--- config.mk ---
export PLATFORM = sky130hd
export DESIGN_NAME = t07_tft_cmd_queue_flat
export DESIGN_NICKNAME = d
export VERILOG_FILES = /design/src/rtl/t07_tft_cmd_queue_if.sv /design/src/rtl/t07_tft_cmd_queue.sv /design/src/flat_wrapper.sv
export SDC_FILE = /design/constraint.sdc
export NUM_CORES = 1
export LEC_CHECK = 0
export CORE_ASPECT_RATIO = 1.4
export CORE_MARGIN = 4
export CORE_UTILIZATION = 47
export DETAILED_ROUTE_END_ITERATION = 8
export GPL_TIMING_DRIVEN = 0
export PLACE_DENSITY = 0.68
export SETUP_SLACK_MARGIN = 0.15
export SKIP_LAST_GASP = 1
export SYNTH_ARGS = -nofsm -noshare
export SYNTH_HDL_FRONTEND = slang
export SYNTH_SLANG_ARGS = --single-unit
export TNS_END_PERCENT = 10
--- constraint.sdc ---
create_clock -name clk -period 6.05 [get_ports clk]
set_clock_uncertainty 0.1 [all_clocks]
set_input_delay 1.21 -clock clk [delete_from_list [all_inputs] [get_ports clk]]
set_output_delay 1.21 -clock clk [all_outputs]
set_load 0.02 [all_outputs]
--- src/rtl/t07_tft_cmd_queue_if.sv ---
// Command-queue bus: memory-handler push side and TFT serializer side.
// master = driver of commands and serializer status, slave = the queue.
interface t07_tft_cmd_queue_if #(
  parameter int DEPTH = 8
);
  localparam int LW = $clog2(DEPTH) + 1;

  logic          wr_en_i;
  logic [31:0]   wr_addr_i;
  logic [31:0]   wr_data_i;
  logic          full_o;
  logic [LW-1:0] level_o;
  logic          ovf_o;
  logic          clr_ovf_i;
  logic          tft_busy_i;
  logic          tft_wi_o;
  logic [31:0]   tft_addr_o;
  logic [31:0]   tft_data_o;
  logic          idle_o;
  logic          timeout_o;

  modport master (
    output wr_en_i, wr_addr_i, wr_data_i,
    output clr_ovf_i, tft_busy_i,
    input  full_o, level_o, ovf_o,
    input  tft_wi_o, tft_addr_o, tft_data_o,
    input  idle_o, timeout_o
  );

  modport slave (
    input  wr_en_i, wr_addr_i, wr_data_i,
    input  clr_ovf_i, tft_busy_i,
    output full_o, level_o, ovf_o,
    output tft_wi_o, tft_addr_o, tft_data_o,
    output idle_o, timeout_o
  );
endinterface

--- src/rtl/t07_tft_cmd_queue.sv ---
// FIFO of addr/data commands feeding the SPI TFT serializer via wi/busy.
// Optional ISSUE-phase busy timeout: define TFT_TIMEOUT_EN.
module t07_tft_cmd_queue #(
  parameter int DEPTH          = 8,
  parameter int GAP_CYCLES     = 2,
  parameter int TIMEOUT_CYCLES = 16
) (
  input logic               clk,
  input logic               rst,
  t07_tft_cmd_queue_if.slave bus
);
  localparam int AW = $clog2(DEPTH);
  localparam int CW = AW + 1;
  localparam int GW = $clog2(GAP_CYCLES + 1);

  typedef enum logic [1:0] {
    S_IDLE,
    S_ISSUE,
    S_HOLD,
    S_GAP
  } state_t;

  state_t        r_state;
  logic [63:0]   r_mem [DEPTH];
  logic [AW-1:0] r_wptr;
  logic [AW-1:0] r_rptr;
  logic [CW-1:0] r_count;
  logic          r_ovf;
  logic          r_wi;
  logic [31:0]   r_addr;
  logic [31:0]   r_data;
  logic [GW-1:0] r_gap;

  logic w_full;
  logic w_push;
  logic w_pop;

  assign w_full = (r_count == CW'(DEPTH));
  assign w_push = bus.wr_en_i & ~w_full;
  assign w_pop  = (r_state == S_IDLE) & (r_count != '0);

  always_ff @(posedge clk) begin
    if (w_push) r_mem[r_wptr] <= {bus.wr_addr_i, bus.wr_data_i};
  end

  // Full is judged on the pre-edge count, so a same-cycle pop never rescues a push.
  always_ff @(posedge clk or posedge rst) begin
    if (rst) begin
      r_wptr  <= '0;
      r_rptr  <= '0;
      r_count <= '0;
      r_ovf   <= 1'b0;
    end else begin
      if (w_push) r_wptr <= r_wptr + AW'(1);
      if (w_pop)  r_rptr <= r_rptr + AW'(1);
      unique case ({w_push, w_pop})
        2'b10:   r_count <= r_count + CW'(1);
        2'b01:   r_count <= r_count - CW'(1);
        default: r_count <= r_count;
      endcase
      if (bus.wr_en_i & w_full) r_ovf <= 1'b1;
      else if (bus.clr_ovf_i)   r_ovf <= 1'b0;
    end
  end

`ifdef TFT_TIMEOUT_EN
  localparam int TW = $clog2(TIMEOUT_CYCLES + 1);
  logic [TW-1:0] r_tcnt;
  logic          r_tout;
`endif

  always_ff @(posedge clk or posedge rst) begin
    if (rst) begin
      r_state <= S_IDLE;
      r_wi    <= 1'b0;
      r_addr  <= '0;
      r_data  <= '0;
      r_gap   <= '0;
`ifdef TFT_TIMEOUT_EN
      r_tcnt  <= '0;
      r_tout  <= 1'b0;
`endif
    end else begin
`ifdef TFT_TIMEOUT_EN
      r_tout <= 1'b0;
`endif
      unique case (r_state)
        S_IDLE: begin
          if (w_pop) begin
            {r_addr, r_data} <= r_mem[r_rptr];
            r_wi    <= 1'b1;
            r_state <= S_ISSUE;
`ifdef TFT_TIMEOUT_EN
            r_tcnt  <= '0;
`endif
          end
        end
        S_ISSUE: begin
          if (bus.tft_busy_i) r_state <= S_HOLD;
`ifdef TFT_TIMEOUT_EN
          else if (r_tcnt == TW'(TIMEOUT_CYCLES - 1)) begin
            r_tout  <= 1'b1;
            r_wi    <= 1'b0;
            r_gap   <= GW'(GAP_CYCLES - 1);
            r_state <= S_GAP;
          end else begin
            r_tcnt <= r_tcnt + TW'(1);
          end
`endif
        end
        S_HOLD: begin
          if (!bus.tft_busy_i) begin
            r_wi    <= 1'b0;
            r_gap   <= GW'(GAP_CYCLES - 1);
            r_state <= S_GAP;
          end
        end
        S_GAP: begin
          if (r_gap == '0) r_state <= S_IDLE;
          else             r_gap   <= r_gap - GW'(1);
        end
        default: r_state <= S_IDLE;
      endcase
    end
  end

  assign bus.full_o     = w_full;
  assign bus.level_o    = r_count;
  assign bus.ovf_o      = r_ovf;
  assign bus.tft_wi_o   = r_wi;
  assign bus.tft_addr_o = r_addr;
  assign bus.tft_data_o = r_data;
  assign bus.idle_o     = (r_state == S_IDLE) & (r_count == '0);
`ifdef TFT_TIMEOUT_EN
  assign bus.timeout_o  = r_tout;
`else
  assign bus.timeout_o  = 1'b0;
`endif

endmodule

--- src/flat_wrapper.sv ---
// flat-port wrapper written by rule: the top's interface ports become plain ports
module t07_tft_cmd_queue_flat 
#(
  parameter int DEPTH          = 8,
  parameter int GAP_CYCLES     = 2,
  parameter int TIMEOUT_CYCLES = 16
)
  (clk, rst, bus_wr_en_i, bus_wr_addr_i, bus_wr_data_i, bus_clr_ovf_i, bus_tft_busy_i, bus_full_o, bus_level_o, bus_ovf_o, bus_tft_wi_o, bus_tft_addr_o, bus_tft_data_o, bus_idle_o, bus_timeout_o);
  t07_tft_cmd_queue_if #(.DEPTH(DEPTH)) bus_i ();
  input logic clk;
  input logic rst;
  input wire logic [$bits(bus_i.wr_en_i)-1:0] bus_wr_en_i;
  input wire logic [$bits(bus_i.wr_addr_i)-1:0] bus_wr_addr_i;
  input wire logic [$bits(bus_i.wr_data_i)-1:0] bus_wr_data_i;
  input wire logic [$bits(bus_i.clr_ovf_i)-1:0] bus_clr_ovf_i;
  input wire logic [$bits(bus_i.tft_busy_i)-1:0] bus_tft_busy_i;
  output wire logic [$bits(bus_i.full_o)-1:0] bus_full_o;
  output wire logic [$bits(bus_i.level_o)-1:0] bus_level_o;
  output wire logic [$bits(bus_i.ovf_o)-1:0] bus_ovf_o;
  output wire logic [$bits(bus_i.tft_wi_o)-1:0] bus_tft_wi_o;
  output wire logic [$bits(bus_i.tft_addr_o)-1:0] bus_tft_addr_o;
  output wire logic [$bits(bus_i.tft_data_o)-1:0] bus_tft_data_o;
  output wire logic [$bits(bus_i.idle_o)-1:0] bus_idle_o;
  output wire logic [$bits(bus_i.timeout_o)-1:0] bus_timeout_o;
  assign bus_i.wr_en_i = bus_wr_en_i;
  assign bus_i.wr_addr_i = bus_wr_addr_i;
  assign bus_i.wr_data_i = bus_wr_data_i;
  assign bus_i.clr_ovf_i = bus_clr_ovf_i;
  assign bus_i.tft_busy_i = bus_tft_busy_i;
  assign bus_full_o = bus_i.full_o;
  assign bus_level_o = bus_i.level_o;
  assign bus_ovf_o = bus_i.ovf_o;
  assign bus_tft_wi_o = bus_i.tft_wi_o;
  assign bus_tft_addr_o = bus_i.tft_addr_o;
  assign bus_tft_data_o = bus_i.tft_data_o;
  assign bus_idle_o = bus_i.idle_o;
  assign bus_timeout_o = bus_i.timeout_o;
  t07_tft_cmd_queue #(.DEPTH(DEPTH), .GAP_CYCLES(GAP_CYCLES), .TIMEOUT_CYCLES(TIMEOUT_CYCLES)) u_core (.clk(clk), .rst(rst), .bus(bus_i));
endmodule
==> metrics.txt, run 1 <==
Cell Chain, Critical Path clkdlybuf4s50_1, nor2b_1, nand2_1, nor2_4, buf_16, buf_16, buf_12; CP max stage cell nor2_4; register area share after synthesis 0.763; Hold Buf Count CTS 0; Power, Total 13800 uW; via count 12264; hold_ws 0.385 ns; Area Overhead vs Synth 20.4%; Setup-failing EPs final 0; Worst setup SP type input pin; Worst VDD drop 0.272 mV; commonest non-fill, non-tap cell in the layout edfxtp_1; max-slew violations 0; Initial DRC Count 1005; Boundary Pins 142; core region area 48000 um2; fmax 279 MHz; synthesized area 22800 um2; RD Place Congestion 0.747; Post-synth EDFFs 512; die height 268 um; CP Max Fanout 21; Yosys reg bits 592; WP data arrival 3.76 ns; CTS buffer count 53; Post-synth top flop edfxtp_1; Final Hold Vio Count 0; initial antenna violation count 7; Crit path buffers/inverters 4; Power Density 502 nW/um2; hpwl dp 34.6 mm; worst min path class register to register; Chip Width 194 um; synth unique cells 37; ratio of cells with drive above 1 in the final layout 0.193; buffer depth of the longest clock path 3; Cells after Synth 1269; # Post-CTS Setup Buffers 0; # Max-Cap Violations 0; status finished clean; Core Util, Final 0.571; # rows 95; Port Buf Inserts 140; post_cts resized 0; Leak 0.00963 uW; post-route ant nets 0; DRT Pass-1 Iters 5; Avg WL per Cell 24.3 um; Worst Max-Slew Pin Slew 1.00 ns; Yosys warning total 0; commonest non-fill, non-tap cells in the layout 512 x edfxtp_1, 140 x clkdlybuf4s50_1, 131 x mux2_2; overflow left after global routing 0; vias per cell 5.65; first-pass GRT wire length 78.6 mm; Initial Util 0.474; residual DRC count 0; cell family with most CP delay simple AND/OR/NAND/NOR gates; crit path time final 3.59 ns; Clk pin slew, worst setup/hold paths 0.07 ns; async set-or-reset flop fraction in the synthesized netlist 0.135; Worst path max stage delay 0.74 ns; Die ar. 52100 um2; Non-Filler Instances 2171; Post-Syn Area per Cell 17.9 um2; clk_lat worst skew 0.59 ns; aggregate global-route resource usage 0.199; critical path type input pin to register; clk root buf clkbuf_16; RSZ-0062 raised after global routing no; Clock Sinks 592; TritonCTS clock tree done; vias in the first global route 12817; H-tree levels 2; largest net degree at the start of global routing 52; most frequent CP cell buf_16; crit end category register; Synth Net Count 1348; fin crit share 0.593; final wirelength 52.8 mm; Worst Path Required 6.23 ns; nets 1572; placed cell count 2068; Slew headroom 0.329
[worst min-delay path, delay by kind of cell, from the launching register on]
family	cells	cell delay, ns
compound gates	1	0.06
flops	1	0.34
simple gates	1	0.05
[metrics by stage]
step	setup slack (ns)	TNS [ns]	cell area (um2)
floorplan	-0.567	-36.27	22800
CTS	2.39	0	27400
detailed placement	1.78	0	25600
finish	2.46	0	27400
global route	2.28	0	27400
global placement	-5.49	-1340.09	25000
[power by group]
part	total [uW]	internal (uW)	switching [uW]	leakage [uW]
logic	4810	2020	2790	0.00312
clock network	3410	1970	1450	0.000884
registers	5540	5240	305	0.00562
total	13800	9230	4540	0.00963
[registers in the layout (all words and copies together), names as in the netlist]
register and cells:
u_core.bus.tft_addr_o 32, u_core.bus.tft_wi_o 1, u_core.bus.tft_data_o 32, u_core.bus.level_o 4, u_core.bus.ovf_o 1, u_core.r_wptr 3
u_core.r_rptr 3, u_core.r_state 2, u_core.r_mem 512, u_core.r_gap 2
[synthesized netlist by cell type, types with 4 or more instances]
| master | number | area, um2 |
|---|---|---|
| o22ai_1 | 25 | 156 |
| nand2b_1 | 6 | 37.5 |
| clkbuf_1 | 23 | 86.3 |
| a22oi_1 | 42 | 315 |
| buf_4 | 8 | 60.1 |
| inv_1 | 12 | 45.0 |
| dfrtp_1 | 80 | 2000 |
| a221o_1 | 24 | 240 |
| nand2_1 | 84 | 315 |
| a21oi_1 | 4 | 20.0 |
| buf_2 | 19 | 95.1 |
| nor2_1 | 10 | 37.5 |
| xnor2_1 | 5 | 43.8 |
| mux2i_1 | 128 | 1280 |
| buf_6 | 12 | 135 |
| ha_1 | 10 | 125 |
| mux2_2 | 131 | 1480 |
| o221ai_1 | 41 | 359 |
| edfxtp_1 | 512 | 15400 |
| buf_1 | 4 | 15.0 |
| o21ai_1 | 64 | 320 |
[per-layer routing]
metal | track usage | part of all wire
met2 | 0.352 | 0.52
met1 | 0.251 | 0.40
met3 | 0.0319 | 0.047
met5 | 0 | 0.00078
met4 | 0.0692 | 0.028
[worst paths after layout]
kind	startpoint	endpoint	slack, ns	cells past startpoint
hold reg to reg	u_core.bus.tft_data_o[19]	u_core.bus.tft_data_o[19]	0.39	2
setup reg to reg	u_core.bus.level_o[1]	u_core.bus.level_o[2]	2.95	12
min in group asynchronous	rst	u_core.r_gap[1]	0.89	2
hold / removal	u_core.bus.tft_data_o[19]	u_core.bus.tft_data_o[19]	0.39	2
setup / recovery	bus_wr_en_i	u_core.r_mem[7][54]	2.46	7
max in group asynchronous	rst	u_core.bus.tft_addr_o[1]	4.30	3
[kinds of logic (layout without fill, tap and decap cells)]
family                     Yosys count  in the layout  synth area share
AOI/OAI and AO/OA                  207            207            0.0641
xor gates and xnor gates             8              8           0.00308
adders and majority gates           10             10           0.00550
buffers and inverters               83            352            0.0227
DFF                                592            592             0.763
muxes                              259            259             0.121
other                                1              4          0.000165
and+or+nand+nor                    109            109            0.0202
[layout make-up]
type,count,area [um2]
antenna,3,7.51
buffer,71,472
clock buffer,77,1530
clock inverter,23,260
fill,3673,20600
inverter,12,47.5
multi-input combinational,594,4940
sequential,592,17400
tap,630,788
timing repair buffer,169,1990
(Power assumes the default switching activity.)
==> run 2, diff against run 1 <==
--- a/config.mk
+++ b/config.mk
@@ -10,7 +10,7 @@
 export CORE_UTILIZATION = 47
 export DETAILED_ROUTE_END_ITERATION = 8
 export GPL_TIMING_DRIVEN = 0
-export PLACE_DENSITY = 0.68
+export PLACE_DENSITY = 0.66
 export SETUP_SLACK_MARGIN = 0.15
 export SKIP_LAST_GASP = 1
 export SYNTH_ARGS = -nofsm -noshare
==> constraint.sdc (replaced) <==
create_clock -name clk -period 3.3 [get_ports clk]
set_clock_uncertainty 0.1 [all_clocks]
set_input_delay 0.66 -clock clk [delete_from_list [all_inputs] [get_ports clk]]
set_output_delay 0.66 -clock clk [all_outputs]
set_load 0.02 [all_outputs]
==> metrics.txt, run 2 (same netlist as run 1, synthesis figures left out) <==
status finished clean (unchanged); Worst R2R End u_core.bus.level_o[2] (unchanged); vias per cell 5.56 (was 5.65); TritonCTS clock tree done (unchanged); # rows 95 (unchanged); CP Max Fanout 8 (was 21); final wirelength 52.5 mm (was 52.8 mm); clock power share 0.248 (about the same); RSZ-0062 raised after global routing no (unchanged); H-tree levels 2 (unchanged); Clk pin slew, worst setup/hold paths 0.06 ns (was 0.07 ns); Power Density 923 nW/um2 (was 502 nW/um2); RD Place Congestion 0.741 (was 0.747); Leak 0.00963 uW (about the same); nets 1570 (was 1572); Power, Total 25300 uW (was 13800 uW); # Max-Cap Violations 0 (unchanged); commonest non-fill, non-tap cell in the layout edfxtp_1 (unchanged); die height 268 um (unchanged); cell family with most CP delay buffers and inverters (was simple AND/OR/NAND/NOR gates); fin crit share 0.916; Worst Path Required 2.54 ns (was 6.23 ns); largest net degree at the start of global routing 56 (was 52); clk_lat worst skew 0.58 ns (was 0.59 ns); Avg WL per Cell 24.2 um (was 24.3 um); vias in the first global route 12618 (was 12817); sequential share of power 0.402 (was 0.403); CP max stage cell clkdlybuf4s50_1 (was nor2_4); switch share 0.328 (was 0.330); P_sw 8300 uW (was 4540 uW); worst min path class input pin to async pin (was register to register); reg2reg start u_core.bus.level_o[1] (unchanged); Worst setup SP type register (was input pin); Setup-failing EPs final 0 (unchanged); residual DRC count 0 (unchanged); Largest Register u_core.r_mem (unchanged); Worst VDD drop 0.435 mV (was 0.272 mV); via count 12066 (was 12264); initial antenna violation count 2 (was 7); Port Buf Inserts 140 (unchanged); CTS buffer count 54 (was 53); Initial Util 0.474 (unchanged); register area 17400 um2 (about the same); crit end category primary output (was register); max FFs per register 512 (unchanged); first-pass GRT wire length 78.2 mm (was 78.6 mm); R2R setup slack 0.36 ns (was 2.95 ns); post-route ant nets 0 (unchanged); commonest non-fill, non-tap cells in the layout 512 x edfxtp_1, 140 x clkdlybuf4s50_1, 131 x mux2_2 (unchanged); Power Internal 17000 uW (was 9230 uW); overflow left after global routing 0 (unchanged); hpwl dp 34.1 mm (was 34.6 mm); DRT Pass-1 Iters 5 (unchanged); aggregate global-route resource usage 0.197 (was 0.199); Cell Chain, Critical Path buf_4, nor4_4, nand2_1, inv_1, clkdlybuf4s50_1 (was clkdlybuf4s50_1, nor2b_1, nand2_1, nor2_4, buf_16, buf_16, buf_12); Filler Cell Count 3709 (was 3673); ratio of cells with drive above 1 in the final layout 0.197 (was 0.193); core region area 48000 um2 (unchanged); clk root buf clkbuf_16 (unchanged); Crit path buffers/inverters 3 (was 4); area of the multi-input gates 4970 um2 (was 4940 um2); Initial DRC Count 847 (was 1005); Setup WS post-layout 0.278 ns (was 2.46 ns); Logic pwr share 0.350 (was 0.349); Die ar. 52100 um2 (unchanged); Clock Sinks 592 (unchanged); Chip Width 194 um (unchanged); WP data arrival 2.26 ns (was 3.76 ns); buffer depth of the longest clock path 3 (unchanged); Area Overhead vs Synth 20.5% (was 20.4%); Worst Max-Slew Pin Slew 1.13 ns (was 1.00 ns); pre-CTS WS -0.240 ns (was 1.78 ns); Slew headroom 0.246 (was 0.329); Final Hold Vio Count 0 (unchanged); critical path type register to primary output (was input pin to register); R2R cell count 12 (unchanged); Boundary Pins 142 (unchanged); max-slew violations 0 (unchanged); crit path time final 3.02 ns; Worst path max stage delay 0.59 ns (was 0.74 ns); fmax 331 MHz
-- run 2: per-layer routing --
metal / GRT usage / share of wire
met1: 0.257 / 0.41
met2: 0.346 / 0.51
met3: 0.0286 / 0.044
met4: 0.0656 / 0.030
met5: 0 / 0.00025
-- run 2: how the worst max path moves through the flow --
stage	slack [ns]	end	from	depth (start not counted)
2_1_floorplan	0.02	u_core.r_mem[6][0]	bus_wr_en_i	3
3_3_place_gp	-2.33	u_core.r_mem[6][10]	bus_wr_en_i	4
3_5_place_dp	-0.24	u_core.r_mem[7][10]	bus_wr_en_i	6
4_1_cts	0.16	u_core.bus.level_o[2]	u_core.bus.level_o[1]	12
5_1_grt	0.16	bus_idle_o	u_core.bus.level_o[1]	5
6_report	0.28	bus_idle_o	u_core.bus.level_o[1]	5
-- run 2: layout make-up --
| class | count | share of cell area |
|---|---|---|
| flip-flops and latches | 592 | 0.633 |
| multi-input cells | 594 | 0.181 |
| repair buffers | 166 | 0.0711 |
| clock buffers | 85 | 0.0602 |
| well taps | 630 | 0.0287 |
| plain buffers | 71 | 0.0174 |
| clock inverters | 17 | 0.00602 |
| inverters | 12 | 0.00187 |
| diodes | 2 | 0.000182 |
-- run 2: per-stage QoR --
stage	util	instances	cell area [um2]	setup TNS, ns	hold slack (ns)
6_report	0.571	2169	27400	0	0.330
5_1_grt	0.571	2167	27400	0	0.345
4_1_cts	0.571	2165	27400	0	0.329
3_5_place_dp	0.533	2063	25600	-17.81	0.374
3_3_place_gp	0.521	2039	25000	-1226.25	0.372
2_1_floorplan	-	1269	22800	0	0.387
-- run 2: timing repair --
action / in CTS / in global routing
hold buffers: 0 / 0
gates resized for setup: 1 / 4
cloned: 0 / 0
setup endpoints to repair: 1 / 2
buffers inserted: 0 / 2
-- run 2: worst reg2reg max path, cell delays in order (launching register included) --
cell and delay (ns):
dfrtp_2 0.39, buf_4 0.17, nor4_4 0.32, nand2b_4 0.23, clkbuf_4 0.25, clkinvlp_4 0.19
ha_1 0.31, xor2_1 0.17, ha_1 0.19, a21oi_1 0.15, xor2_1 0.15, nor2_1 0.06
xor2_1 0.14
-- run 2: power groups by stage --
stage	logic (uW)	registers (uW)	clock network [uW]
floorplan	4940	10700	0
global route	9500	10300	6720
detailed placement	8920	10300	0
global placement	8460	10400	0
CTS	8940	10200	6390
finish	8860	10200	6270
